===== config.mk =====
export PLATFORM = sky130hd
export DESIGN_NAME = dcache_mem_ctrl
export DESIGN_NICKNAME = d
export VERILOG_FILES = /design/src/rtl/dcache_mem_ctrl.sv
export SDC_FILE = /design/constraint.sdc
export NUM_CORES = 1
export LEC_CHECK = 0
export ABC_AREA = 1
export BUFFER_PORTS_ARGS = -buffer_cell sky130_fd_sc_hd__buf_2
export CAP_MARGIN = 20
export CORE_MARGIN = 5
export CORE_UTILIZATION = 30
export CTS_BUF_LIST = sky130_fd_sc_hd__clkbuf_8
export DETAILED_ROUTE_END_ITERATION = 8
export GPL_ROUTABILITY_DRIVEN = 0
export HOLD_SLACK_MARGIN = 0.02
export PLACE_DENSITY = 0.45
export SLEW_MARGIN = 20
export SYNTH_ARGS = -nofsm -noshare
export SYNTH_HDL_FRONTEND = slang
export SYNTH_SLANG_ARGS = --single-unit

===== constraint.sdc =====
create_clock -name clkIn -period 18.3 [get_ports clkIn]
set_input_delay 0 -clock clkIn [delete_from_list [all_inputs] [get_ports clkIn]]
set_output_delay 0 -clock clkIn [all_outputs]
set_load 0.01 [all_outputs]

===== src/rtl/dcache_mem_ctrl.sv =====
`default_nettype none
// ============================================================================
// Module   : dcache_mem_ctrl
// Purpose  : Data-cache line transfer engine. It turns one whole-line fill
//            (RAM -> cache) or one whole-line write-back (cache -> RAM) into
//            a run of per-byte transactions on a byte-wide RAM port. It then
//            reports completion on the cache refill interface.
// Ports    : clkIn/resetIn      - clock, asynchronous active-high reset
//            clearIn            - wrong-branch clear, aborts a line read
//            missIn/missAddrIn/readWriteIn/writeBackIn - cache request
//            memDataValid/memAddrOut/memDataOut/acceptWrite/busy - refill side
//            ramAddr/ramWrite/ramDataOut/ramDataIn - byte-wide RAM port
// Revision : 1.0 - initial release
// ============================================================================
module dcache_mem_ctrl #(
  parameter int BLOCK_WIDTH = 4,
  parameter int BLOCK_SIZE  = 2**BLOCK_WIDTH
) (
  input  logic                    clkIn,
  input  logic                    resetIn,
  input  logic                    clearIn,
  input  logic                    missIn,
  input  logic [31:BLOCK_WIDTH]   missAddrIn,
  input  logic                    readWriteIn,
  input  logic [BLOCK_SIZE*8-1:0] writeBackIn,
  output logic                    memDataValid,
  output logic [31:BLOCK_WIDTH]   memAddrOut,
  output logic [BLOCK_SIZE*8-1:0] memDataOut,
  output logic                    acceptWrite,
  output logic                    busy,
  output logic [31:0]             ramAddr,
  output logic                    ramWrite,
  output logic [7:0]              ramDataOut,
  input  logic [7:0]              ramDataIn
);

  localparam int               CNT_W   = BLOCK_WIDTH + 1;
  // A read spends one extra cycle collecting the last byte.
  localparam logic [CNT_W-1:0] RD_LAST = CNT_W'(BLOCK_SIZE);
  localparam logic [CNT_W-1:0] WR_LAST = CNT_W'(BLOCK_SIZE - 1);

  typedef enum logic [1:0] {
    IDLE  = 2'd0,
    READ  = 2'd1,
    WRITE = 2'd2,
    DONE  = 2'd3
  } state_t;

  state_t                    state_q,     state_d;
  logic [CNT_W-1:0]          cnt_q,       cnt_d;
  logic [31:BLOCK_WIDTH]     base_q,      base_d;
  logic [BLOCK_SIZE*8-1:0]   wdata_q,     wdata_d;
  logic [BLOCK_SIZE*8-1:0]   line_q,      line_d;
  logic                      valid_q,     valid_d;
  logic                      accept_q,    accept_d;
  logic                      busy_q,      busy_d;
  logic [31:BLOCK_WIDTH]     mem_addr_q,  mem_addr_d;
  logic [BLOCK_SIZE*8-1:0]   mem_data_q,  mem_data_d;
  logic [31:0]               ram_addr_q,  ram_addr_d;
  logic                      ram_write_q, ram_write_d;
  logic [7:0]                ram_data_q,  ram_data_d;
  logic [BLOCK_WIDTH-1:0]    rd_idx;

  always_comb begin
    state_d     = state_q;
    cnt_d       = cnt_q;
    base_d      = base_q;
    wdata_d     = wdata_q;
    line_d      = line_q;
    valid_d     = 1'b0;
    accept_d    = 1'b0;
    mem_addr_d  = mem_addr_q;
    mem_data_d  = mem_data_q;
    ram_addr_d  = ram_addr_q;
    ram_write_d = 1'b0;
    ram_data_d  = ram_data_q;
    // RAM data lags its address by one cycle, so the byte arriving now
    // belongs to the previous count (wraps to the last byte at RD_LAST).
    rd_idx      = cnt_q[BLOCK_WIDTH-1:0] - BLOCK_WIDTH'(1);

    case (state_q)
      IDLE: begin
        // A clear on the request edge kills a read, never a write-back.
        if (missIn && !(clearIn && readWriteIn)) begin
          base_d  = missAddrIn;
          wdata_d = writeBackIn;
          cnt_d   = '0;
          state_d = readWriteIn ? READ : WRITE;
        end
      end
      READ: begin
        if (clearIn) begin
          state_d = IDLE;
        end else begin
          if (cnt_q != '0) begin
            line_d[{rd_idx, 3'b000} +: 8] = ramDataIn;
          end
          if (cnt_q == RD_LAST) begin
            state_d    = DONE;
            valid_d    = 1'b1;
            mem_addr_d = base_q;
            mem_data_d = line_d;
          end else begin
            cnt_d = cnt_q + CNT_W'(1);
          end
        end
      end
      WRITE: begin
        if (cnt_q == WR_LAST) begin
          state_d    = DONE;
          accept_d   = 1'b1;
          mem_addr_d = base_q;
        end else begin
          cnt_d = cnt_q + CNT_W'(1);
        end
      end
      default: begin
        // DONE: the cache updates its line this cycle, so missIn is ignored.
        state_d = IDLE;
      end
    endcase

    // RAM port outputs are registered and follow the state being entered.
    case (state_d)
      READ: begin
        if (cnt_d != RD_LAST) begin
          ram_addr_d = {base_d, cnt_d[BLOCK_WIDTH-1:0]};
        end
      end
      WRITE: begin
        ram_write_d = 1'b1;
        ram_addr_d  = {base_d, cnt_d[BLOCK_WIDTH-1:0]};
        ram_data_d  = wdata_d[{cnt_d[BLOCK_WIDTH-1:0], 3'b000} +: 8];
      end
      default: begin
        ram_addr_d = '0;
      end
    endcase

    busy_d = (state_d != IDLE);
  end

  always_ff @(posedge clkIn or posedge resetIn) begin
    if (resetIn) begin
      state_q     <= IDLE;
      cnt_q       <= '0;
      base_q      <= '0;
      wdata_q     <= '0;
      line_q      <= '0;
      valid_q     <= 1'b0;
      accept_q    <= 1'b0;
      busy_q      <= 1'b0;
      mem_addr_q  <= '0;
      mem_data_q  <= '0;
      ram_addr_q  <= '0;
      ram_write_q <= 1'b0;
      ram_data_q  <= '0;
    end else begin
      state_q     <= state_d;
      cnt_q       <= cnt_d;
      base_q      <= base_d;
      wdata_q     <= wdata_d;
      line_q      <= line_d;
      valid_q     <= valid_d;
      accept_q    <= accept_d;
      busy_q      <= busy_d;
      mem_addr_q  <= mem_addr_d;
      mem_data_q  <= mem_data_d;
      ram_addr_q  <= ram_addr_d;
      ram_write_q <= ram_write_d;
      ram_data_q  <= ram_data_d;
    end
  end

  assign memDataValid = valid_q;
  assign acceptWrite  = accept_q;
  assign busy         = busy_q;
  assign memAddrOut   = mem_addr_q;
  assign memDataOut   = mem_data_q;
  assign ramAddr      = ram_addr_q;
  assign ramWrite     = ram_write_q;
  assign ramDataOut   = ram_data_q;

endmodule
`default_nettype wire


; ---- Yosys cells after proc, flatten, opt, wreduce, memory -nomap -nowiden
; Index checks and enable logic that the tools add are counted.
[word_totals]
regBits = 491
latch_bits = 0
mem_bits_rw = 0
mem_bits_ro = 0
inputBits = 169
output_inout_bits = 200
wordCells = 70
n_memories = 0
[op_classes]
add_sub_neg = 3
mul = 0
n_div = 0
order_cmp = 0
eq_ne = 11
n_shift = 3
mux = 29
n_bitwise = 1
n_reduce_logical = 10
[ops]
columns = cell, count
row1 = $mux W128, 3
row2 = $mux W28, 5
row3 = $bwmux W128, 1
row4 = $shift A8 B9 Y128 const A, 1
row5 = $shiftx A128 B8 Y8, 1
row6 = $shiftx A8 B9 Y128, 1
row7 = $pmux W32 S2, 1
row8 = $pmux W28 S2, 1
row9 = $mux W32, 1
row10 = $mux W5, 4
row11 = $pmux W5 S3, 1
row12 = $mux W2, 5
row13 = $neg A7 Y9, 1
row14 = $ne A2 B2 Y1 const B, 4
row15 = $mux W1, 6
row16 = $pmux W2 S3, 1
row17 = $add A5 B1 Y5 const B, 1
row18 = $eq A5 B4 Y1 const B, 1
row19 = $eq A5 B5 Y1 const B, 1
row20 = $ne A5 B5 Y1 const B, 1
row21 = $reduce_bool A5 Y1, 1
row22 = $eq A2 B1 Y1 const B, 2
row23 = $eq A2 B2 Y1 const B, 2
row24 = $reduce_and A4 Y1, 1
row25 = other kinds (8), 10

; ---- Depth between registers and ports, before layout
; Gate-level depths: netlist of run 1.
[depth]
ltp_word = 8
depth_mapped = 18

; ---- Worst setup path before layout of run 1
; Ideal clock, no wire load.
[synth_path]
path_type = flip-flop to flip-flop
start = register state_q[0]
end = register ram_addr_q[10], in the netlist ramAddr[10]
arrival_ns = 2.664
setup_slack_ns = 15.570
path_stages_with_launch = 13
path_buffers = 5
period_less_slack_ns = 2.730
path_cell_list = dfrtp_1 nor2_1 nand3_2 inv_2 buf_2 buf_2 buf_1 a21oi_1 ha_1 clkbuf_1 buf_1 nand3_1 nand2_1
[synth_between]
elab_chain_len = 5
word_cells_on_any_way = 16
[synth_lines]
columns = item, line_no
row1 = from (decl), 49  ; state_t state_q, state_d;
row2 = from (signal assigned), 159  ; state_q <= state_d;
row3 = $mux W2, 98  ; if (cnt_q == RD_LAST) begin
row4 = $mux W2, 92  ; if (clearIn) begin
row5 = $pmux W2 S3, 81  ; case (state_q)
row6 = $eq A2 B2 Y1 or $eq A2 B1 Y1 (tied branches), 124  ; case (state_d)
row7 = $pmux W32 S2 or $ne A2 B2 Y1 (tied branches), -
row8 = to (signal assigned), 169  ; ram_addr_q <= ram_addr_d;
row9 = to (decl), 59  ; logic [31:0] ram_addr_q, ram_addr_d;
; Several ways; a longest one is shown, not always the timed one. The select of a mux whose other input is x is not followed.
; A chain may end at the register's enable or synchronous reset.

; ---- Final worst setup path of run 1
[layout_path]
start = register cnt_q[0]
end = register ram_data_q[1], in the netlist ramDataOut[1]
[layout_between]
elab_chain_len = 5
word_cells_on_any_way = 14
[layout_lines]
columns = item, line_no
row1 = from (decl), 50  ; logic [CNT_W-1:0] cnt_q, cnt_d;
row2 = from (signal assigned), 160  ; cnt_q <= cnt_d;
row3 = $add A5 B1 Y5 or $eq A5 B5 Y1 (tied branches), "104, 114, 98"
row4 = $mux W5 or $mux W2 (tied branches), 98
row5 = $mux W5 or $mux W2 (tied branches), 92
row6 = $pmux W5 S3 or $pmux W2 S3 (tied branches), 81
row7 = $shiftx A128 B8 Y8 or $eq A2 B2 Y1 (tied branches), "133, 124"
row8 = to (signal assigned), 171  ; ram_data_q <= ram_data_d;
row9 = to (decl), 61  ; logic [7:0] ram_data_q, ram_data_d;
; Several ways; a longest one is shown, not always the timed one.

==> impl_metrics.py, run 1 <==
metrics = {
    "run_status": {
        "status": "completed",
    },
    "floorplan": {
        "die_h_um": 279,
        "ios": 369,
        "rows": 98,
        "die_area_um2": 77700,
        "core_um2": 71600,
        "start_util_pct": 30.3,
        "die_w_um": 279,
    },
    "clock_tree": {
        "cts_buffers": 94,
        "ctsResizeCount": 0,
        "clock_sinks": 491,
        "path_clk_slew_ps": 50,
        "htree_levels": 3,
        "clk_latency_ps": 680,
        "cts_buffer_depth": 3,
        "root_buffer": "clkbuf_8",
        "cts_tree": "built",
    },
    "global_route": {
        "grt_usage_pct": 19.0,
        "antenna_found_initial": 3,
        "grt_max_degree": 164,
        "grt_pass1_wl_um": 117000,
        "grt_pass1_vias": 19651,
        "gr-total-overflow": 0,
    },
    "final_layout": {
        "nNetsFinal": 3268,
        "area_delta_synth_final_pct": 29.1,
        "post_route_cells_drive_above_1_share_pct": 19.9,
    },
    "setup_path": {
        "path_class": "flop to flop",
        "critPathLaunch": "cnt_q[0]$_DFF_PP0_",
        "startpoint_type": "flop",
        "crit_slowest_cell": "buf_4",
        "critical-path-max-stage-delay_ps": 640,
        "end_kind": "flop",
        "crit_chain": "inv_2 > ha_1 > nand3_2 > nand2_1 > nand3_2 > nand2_2 > buf_4 > inv_2 > nand2_1 > nand3_1 > nand3_1 > nand3_1 > nand2_1 > nand2_1",
        "critPathRequiredTime_ps": 18870,
        "r2r-start": "cnt_q[0]$_DFF_PP0_",
        "cp_max_fo": 66,
        "critPathArrivalTime_ps": 4850,
        "crit_top_cell": "nand2_1",
    },
    "timing": {
        "hold_ws_ps": 83.0,
        "setup_tns_ps": 0,
        "setup_viol": 0,
        "post-route-min-period_ps": 4280,
        "hold_viol_final": 0,
        "clock-skew-final_ps": 42.4,
        "worst_pin_slew_ps": 1060,
        "fin_crit_sh_pct": 23.4,
        "rsz0062_at_grt": "false",
        "relSlewSlack_pct": 29.6,
        "clock.fmax_ghz": 0.234,
        "report.final.slew_viol_count": 0,
    },
    "power": {
        "ir_drop_mv": 0.0993,
        "clockPowerShare_pct": 24.0,
        "seq_power_share_pct": 35.5,
        "p_int_mw": 2.65,
        "p_switching_mw": 1.94,
        "switching_share_pct": 42.3,
        "power.leakage_nw": 14.1,
        "power_density_nw_per_um2": 164,
        "combPwrFrac_pct": 40.5,
    },
    "yosys": {
        "synth_common_cells": "958 x nand2_1, 491 x dfrtp_1, 261 x o21ai_0",
        "syn-mean-instance-area_um2": 8.40,
        "yosys_warnings": 0,
        "synthAdderAreaFrac_pct": 0.635,
        "synth_top_area_share_pct": 56.7,
        "synth_cell_types": 38,
        "synth_xor_area_share_pct": 0.0808,
        "yosys.area.top_type": "dfrtp_1",
        "yosysMostFrequentCell": "nand2_1",
        "synth_top_family_by_area": "simple AND/OR/NAND/NOR gates",
        "synth_compound_gate_area_share_pct": 9.66,
        "ys.flop_type": "dfrtp_1",
        "ys_seq_elements": 491,
        "syn_inst": 2580,
        "synth_nets": 2760,
        "syn-cell-area_um2": 21700,
        "synthArstFlopShare_pct": 100,
        "yosys-mux-area-fraction_pct": 1.45,
        "synth_area_leaders": "dfrtp_1 57%, nand2_1 17%, o21ai_0 6.0%",
        "synth_seq_area_share_pct": 56.7,
        "synth_edf_count": 0,
        "synth-simple-area-share_pct": 26.3,
    },
    "drt": {
        "wl_um": 75500,
        "drtPass1Iterations": 7,
        "first_iter_violations": 1237,
        "drc_errors": 0,
        "antenna_left": 0,
        "wl_per_cell_um": 18.4,
        "avgViaCountPerCell": 4.75,
        "num_vias": 19532,
    },
    "placement": {
        "port_buffers": 368,
        "hpwl_um": 50200,
    },
    "job": {
        "drv_cap": 0,
    },
    "hold_path": {
        "min_from": "writeBackIn[99]",
        "hp-class": "input port to flop",
    },
}
==> routing by layer <==
metal | global-route usage [%] | vias to the layer above | part of all wire (%)
met2 | 30.9 | 605 | 47
met3 | 3.82 | 149 | 6.1
li1 | - | 9395 | -
met1 | 25.3 | 9383 | 44
met4 | 6.66 | 0 | 3.3
met5 | 0 | - | 0
==> sequential cells by signal, indices dropped and copies added (netlist names) <==
register      cells
memAddrOut       28
ramAddr          32
memDataValid      1
ramWrite          1
memDataOut      128
acceptWrite       1
wdata_q         128
base_q           28
state_q           2
line_q          128
ramDataOut        8
cnt_q             5
busy              1
==> stage by stage <==
stage | util [%] | cells | power (mW) | setup WS [ps] | instance area (µm²)
6_report | 39.1 | 4108 | 4.58 | 14020 | 28000
5_1_grt | 39.1 | 4106 | 4.94 | 13700 | 28000
4_1_cts | 39.0 | 4102 | 4.64 | 13760 | 27900
3_5_place_dp | 33.9 | 3768 | 3.47 | 13760 | 24300
3_3_place_gp | 33.9 | 3767 | 3.44 | 13590 | 24300
2_1_floorplan | - | 2580 | 2.84 | 4600 | 21700
==> power groups by stage <==
stage / Sequential, mW / Clock [mW] / Combinational [mW]
final: 1.63 / 1.10 / 1.85
after global routing: 1.66 / 1.19 / 2.08
after CTS: 1.63 / 1.14 / 1.87
after detailed placement: 1.64 / 0 / 1.83
after global placement: 1.64 / 0 / 1.80
after floorplan: 1.64 / 0 / 1.20
==> repair_timing <==
action,in CTS,in global routing
hold endpoints to repair,477,0
hold buffers,171,0
buffers inserted,0,0
endpoints found under the setup margin,0,0
==> cells in the final DEF (no fill, tap or decap), types with 5 or more instances in the layout <==
cell type and count:
clkbuf_8 118, o21ai_0 261, nor3_1 5, nand2_2 5
dlygate4sd3_1 171, or2_2 27, a21oi_1 22, inv_2 9
inv_1 142, ha_1 11, o22ai_1 18, dfrtp_1 491
nand3_1 252, nand2_1 957, mux2_2 28, nand3_2 7
buf_2 368, clkinv_2 5, buf_4 21, nor2_2 7
o21ai_1 106, nor2_1 77
==> layout make-up <==
cell class | instances | area, µm²
Timing Repair Buffer | 565 | 3830
Clock inverter | 45 | 270
Antenna cell | 3 | 7.51
Clock buffer | 118 | 1620
Fill cell | 7365 | 43600
Sequential cell | 491 | 12300
Tap cell | 950 | 1190
Multi-Input combinational cell | 1813 | 8290
Inverter | 123 | 482
==> cells by family (layout without fill, tap and decap cells) <==
logic type / after synthesis / in the layout
muxes: 28 / 28
AOI/OAI and AO/OA: 412 / 412
DFF: 491 / 491
and+or+nand+nor: 1360 / 1360
adders and majority gates: 11 / 11
other: 0 / 3
xor gates and xnor gates: 2 / 2
buffers and inverters: 276 / 851
==> final timing paths <==
kind	cells after the start	slack, ps	endpoint
max	14	14020	ramDataOut[1]$_DFFE_PP0P_
min	4	80	wdata_q[99]$_DFF_PP0_
max reg2reg	14	14020	ramDataOut[1]$_DFFE_PP0P_
min reg2reg	2	470	wdata_q[25]$_DFF_PP0_
max in group asynchronous	8	14690	base_q[25]$_DFF_PP0_
min in group asynchronous	4	620	memDataOut[14]$_DFFE_PP0P_
==> worst max-delay path: cells and delay by family (launching register included) <==
| family | cells | cell delay (ps) |
|---|---|---|
| adders and majority gates | 1 | 330 |
| buffers and inverters | 3 | 1360 |
| DFF | 1 | 530 |
| and+or+nand+nor | 10 | 1920 |
No activity file was read; power rests on OpenSTA's default activity.
==> run 2: changes to the inputs <==
- ABC_AREA: 1 -> 0
- clock period: 18.3 -> 4.19 ns (I/O delays scaled with it)
==> run 2 against run 1 <==
Worst hold slack gained 29 ps; final area grew 0.67%; global-route usage shrank 1.1 points; critical path depth shrank 4; die area shrank 0.11%; maximum frequency grew 13%; clock power grew to 4.1 times the previous value; clock skew shrank 19 ps; critical path type unchanged; power grew to 4.0 times the previous value.
==> impl_metrics.py, run 2 <==
metrics = {
    "run_status": {
        "status": "completed",
    },
    "power": {
        "power.leakage_nw": 13.8,
        "combPwrFrac_pct": 39.7,
        "ir_drop_mv": 0.318,
        "p_switching_mw": 6.95,
        "p_int_mw": 11.3,
        "seq_power_share_pct": 35.3,
        "power_density_nw_per_um2": 648,
        "switching_share_pct": 38.1,
        "clockPowerShare_pct": 25.0,
    },
    "setup_path": {
        "end_kind": "flop",
        "critPathArrivalTime_ps": 4300,
        "cp_max_fo": 33,
        "critPathRequiredTime_ps": 4690,
        "path_class": "flop to flop",
        "startpoint_type": "flop",
        "worst-r2r-setup-slack_ps": 390,
    },
    "yosys": {
        "synthAdderAreaFrac_pct": 0.636,
        "synth_nets": 2300,
        "synth_edf_count": 0,
        "synth_seq_area_share_pct": 56.7,
        "synth_cell_types": 66,
        "yosysMostFrequentCell": "dfrtp_1",
        "synth_common_cells": "491 x dfrtp_1, 483 x nand2_1, 184 x nor2_1",
        "syn-mean-instance-area_um2": 10.2,
        "ys_seq_elements": 491,
        "synth_xor_area_share_pct": 0.243,
        "synth_area_leaders": "dfrtp_1 57%, nand2_1 8.4%, mux2i_1 6.7%",
        "synth_compound_gate_area_share_pct": 9.58,
        "synth_top_family_by_area": "simple AND/OR/NAND/NOR gates",
        "synth_top_area_share_pct": 56.7,
        "yosys_warnings": 0,
        "ys.flop_type": "dfrtp_1",
        "synthArstFlopShare_pct": 100,
        "syn-cell-area_um2": 21700,
        "yosys.area.top_type": "dfrtp_1",
        "synth-simple-area-share_pct": 16.4,
        "syn_inst": 2120,
        "yosys-mux-area-fraction_pct": 13.4,
    },
    "drt": {
        "first_iter_violations": 927,
        "num_vias": 17421,
        "wl_um": 70900,
        "drtPass1Iterations": 5,
        "antenna_left": 0,
        "wl_per_cell_um": 19.3,
        "avgViaCountPerCell": 4.74,
        "drc_errors": 0,
    },
    "clock_tree": {
        "ctsHoldBuffers": 178,
        "cts_buffer_depth": 3,
        "root_buffer": "clkbuf_8",
        "clk_latency_ps": 660,
        "ctsResizeCount": 0,
        "clock_sinks": 491,
        "postCtsSetupBuffers": 0,
        "htree_levels": 3,
        "cts_tree": "built",
        "cts_buffers": 91,
        "path_clk_slew_ps": 60,
    },
    "placement": {
        "port_buffers": 368,
        "dp_slack_ps": 386,
        "dp_cells": 3340,
        "hpwl_um": 47800,
    },
    "floorplan": {
        "core_um2": 71500,
        "die_h_um": 279,
        "die_area_um2": 77600,
        "die_w_um": 279,
        "rows": 98,
        "start_util_pct": 30.3,
        "ios": 369,
    },
    "final_layout": {
        "nNetsFinal": 2842,
        "nFillCells": 7056,
        "area_delta_synth_final_pct": 30.1,
        "layout_common_cells": "491 x dfrtp_1, 483 x nand2_1, 368 x buf_2",
        "seqCellArea_um2": 12300,
        "post_route_cells_drive_above_1_share_pct": 25.6,
        "final_common_cell": "dfrtp_1",
        "layout.cells.non_filler": 3677,
        "multiInputGateArea_um2": 8820,
    },
    "global_route": {
        "gr-total-overflow": 0,
        "grt_pass1_wl_um": 110000,
        "grt_usage_pct": 17.8,
        "grt_pass1_vias": 18342,
        "antenna_found_initial": 8,
        "grt_max_degree": 258,
    },
    "hold_path": {
        "hp-class": "input port to flop",
    },
    "timing": {
        "report.final.slew_viol_count": 0,
        "fin_crit_sh_pct": 90.7,
        "setup_viol": 0,
        "worst_pin_slew_ps": 1020,
        "clock-skew-final_ps": 23.6,
        "layout_setup_ws_ps": 391,
        "hold_viol_final": 0,
        "relSlewSlack_pct": 31.7,
        "clock.fmax_ghz": 0.263,
        "rsz0062_at_grt": "false",
        "post-route-min-period_ps": 3800,
    },
    "job": {
        "drv_cap": 0,
    },
}
[run 2: cell types whose count changed in the layout (fill, tap and decap cells not counted), moves of 100 or more]
cell	before	now
nand3_1	252	23
o21ai_1	106	3
inv_1	142	42
a21oi_1	22	144
mux2i_1	0	145
o21ai_0	261	139
nand2_1	957	483
nor2_1	77	181
[run 2: through the flow]
step	setup TNS [ps]	hold WS (ps)	utilization [%]	total power [mW]	area (µm²)
3_3_place_gp	0	121	34.3	13.6	24600
4_1_cts	0	21.1	39.3	18.6	28100
2_1_floorplan	-1212080	105	-	11.2	21700
5_1_grt	0	63.5	39.4	19.5	28200
3_5_place_dp	0	123	34.4	13.7	24600
6_report	0	112	39.4	18.3	28200
[run 2: area by class of cell]
class | count | area share (%)
sequential | 491 | 43.6
tap | 950 | 4.22
multi-input combinational | 1474 | 31.3
inverter | 18 | 0.253
timing repair buffer | 586 | 14.2
clock inverter | 42 | 0.853
antenna | 4 | 0.0355
clock buffer | 112 | 5.47
[run 2: logic make-up after synthesis]
family,Yosys count
compound gates,357
xor+xnor,6
fa+ha+maj,11
buf+inv,155
flops,491
simple gates,832
mux,268
[run 2: power by group through the flow]
stage / registers [mW] / logic, mW / clock network [mW]
6_report: 6.44 / 7.25 / 4.56
2_1_floorplan: 6.56 / 4.69 / 0
5_1_grt: 6.56 / 8.00 / 4.96
4_1_cts: 6.46 / 7.37 / 4.77
3_3_place_gp: 6.51 / 7.09 / 0
3_5_place_dp: 6.53 / 7.22 / 0
[run 2: path summary, 6_finish.rpt]
path,start,end,cells past startpoint
setup reg to reg,cnt_q[0]$_DFF_PP0_,ramDataOut[7]$_DFFE_PP0P_,10
setup / recovery,cnt_q[0]$_DFF_PP0_,ramDataOut[7]$_DFFE_PP0P_,10
hold / removal,writeBackIn[56],wdata_q[56]$_DFF_PP0_,4
min in group asynchronous,resetIn,memDataOut[26]$_DFFE_PP0P_,4
max in group asynchronous,resetIn,wdata_q[83]$_DFF_PP0_,6
hold reg to reg,wdata_q[54]$_DFF_PP0_,wdata_q[54]$_DFF_PP0_,2
[run 2: critical path, stage by stage, from the launching register on]
cell and delay (ps):
dfrtp_1 390, inv_1 240, ha_1 360, nor4bb_1 540
o21ai_2 190, o211ai_4 430, buf_4 540, mux2_2 410
a221oi_1 300, a31o_2 190, a31oi_1 30
[run 2: routing by layer]
layer | part of all wire [%] | vias to the layer above | track usage (%)
met5 | 0.018 | - | 0
met4 | 2.4 | 2 | 5.65
met3 | 4.7 | 102 | 3.35
met2 | 49 | 404 | 30.2
met1 | 44 | 8599 | 23.3
li1 | - | 8314 | -
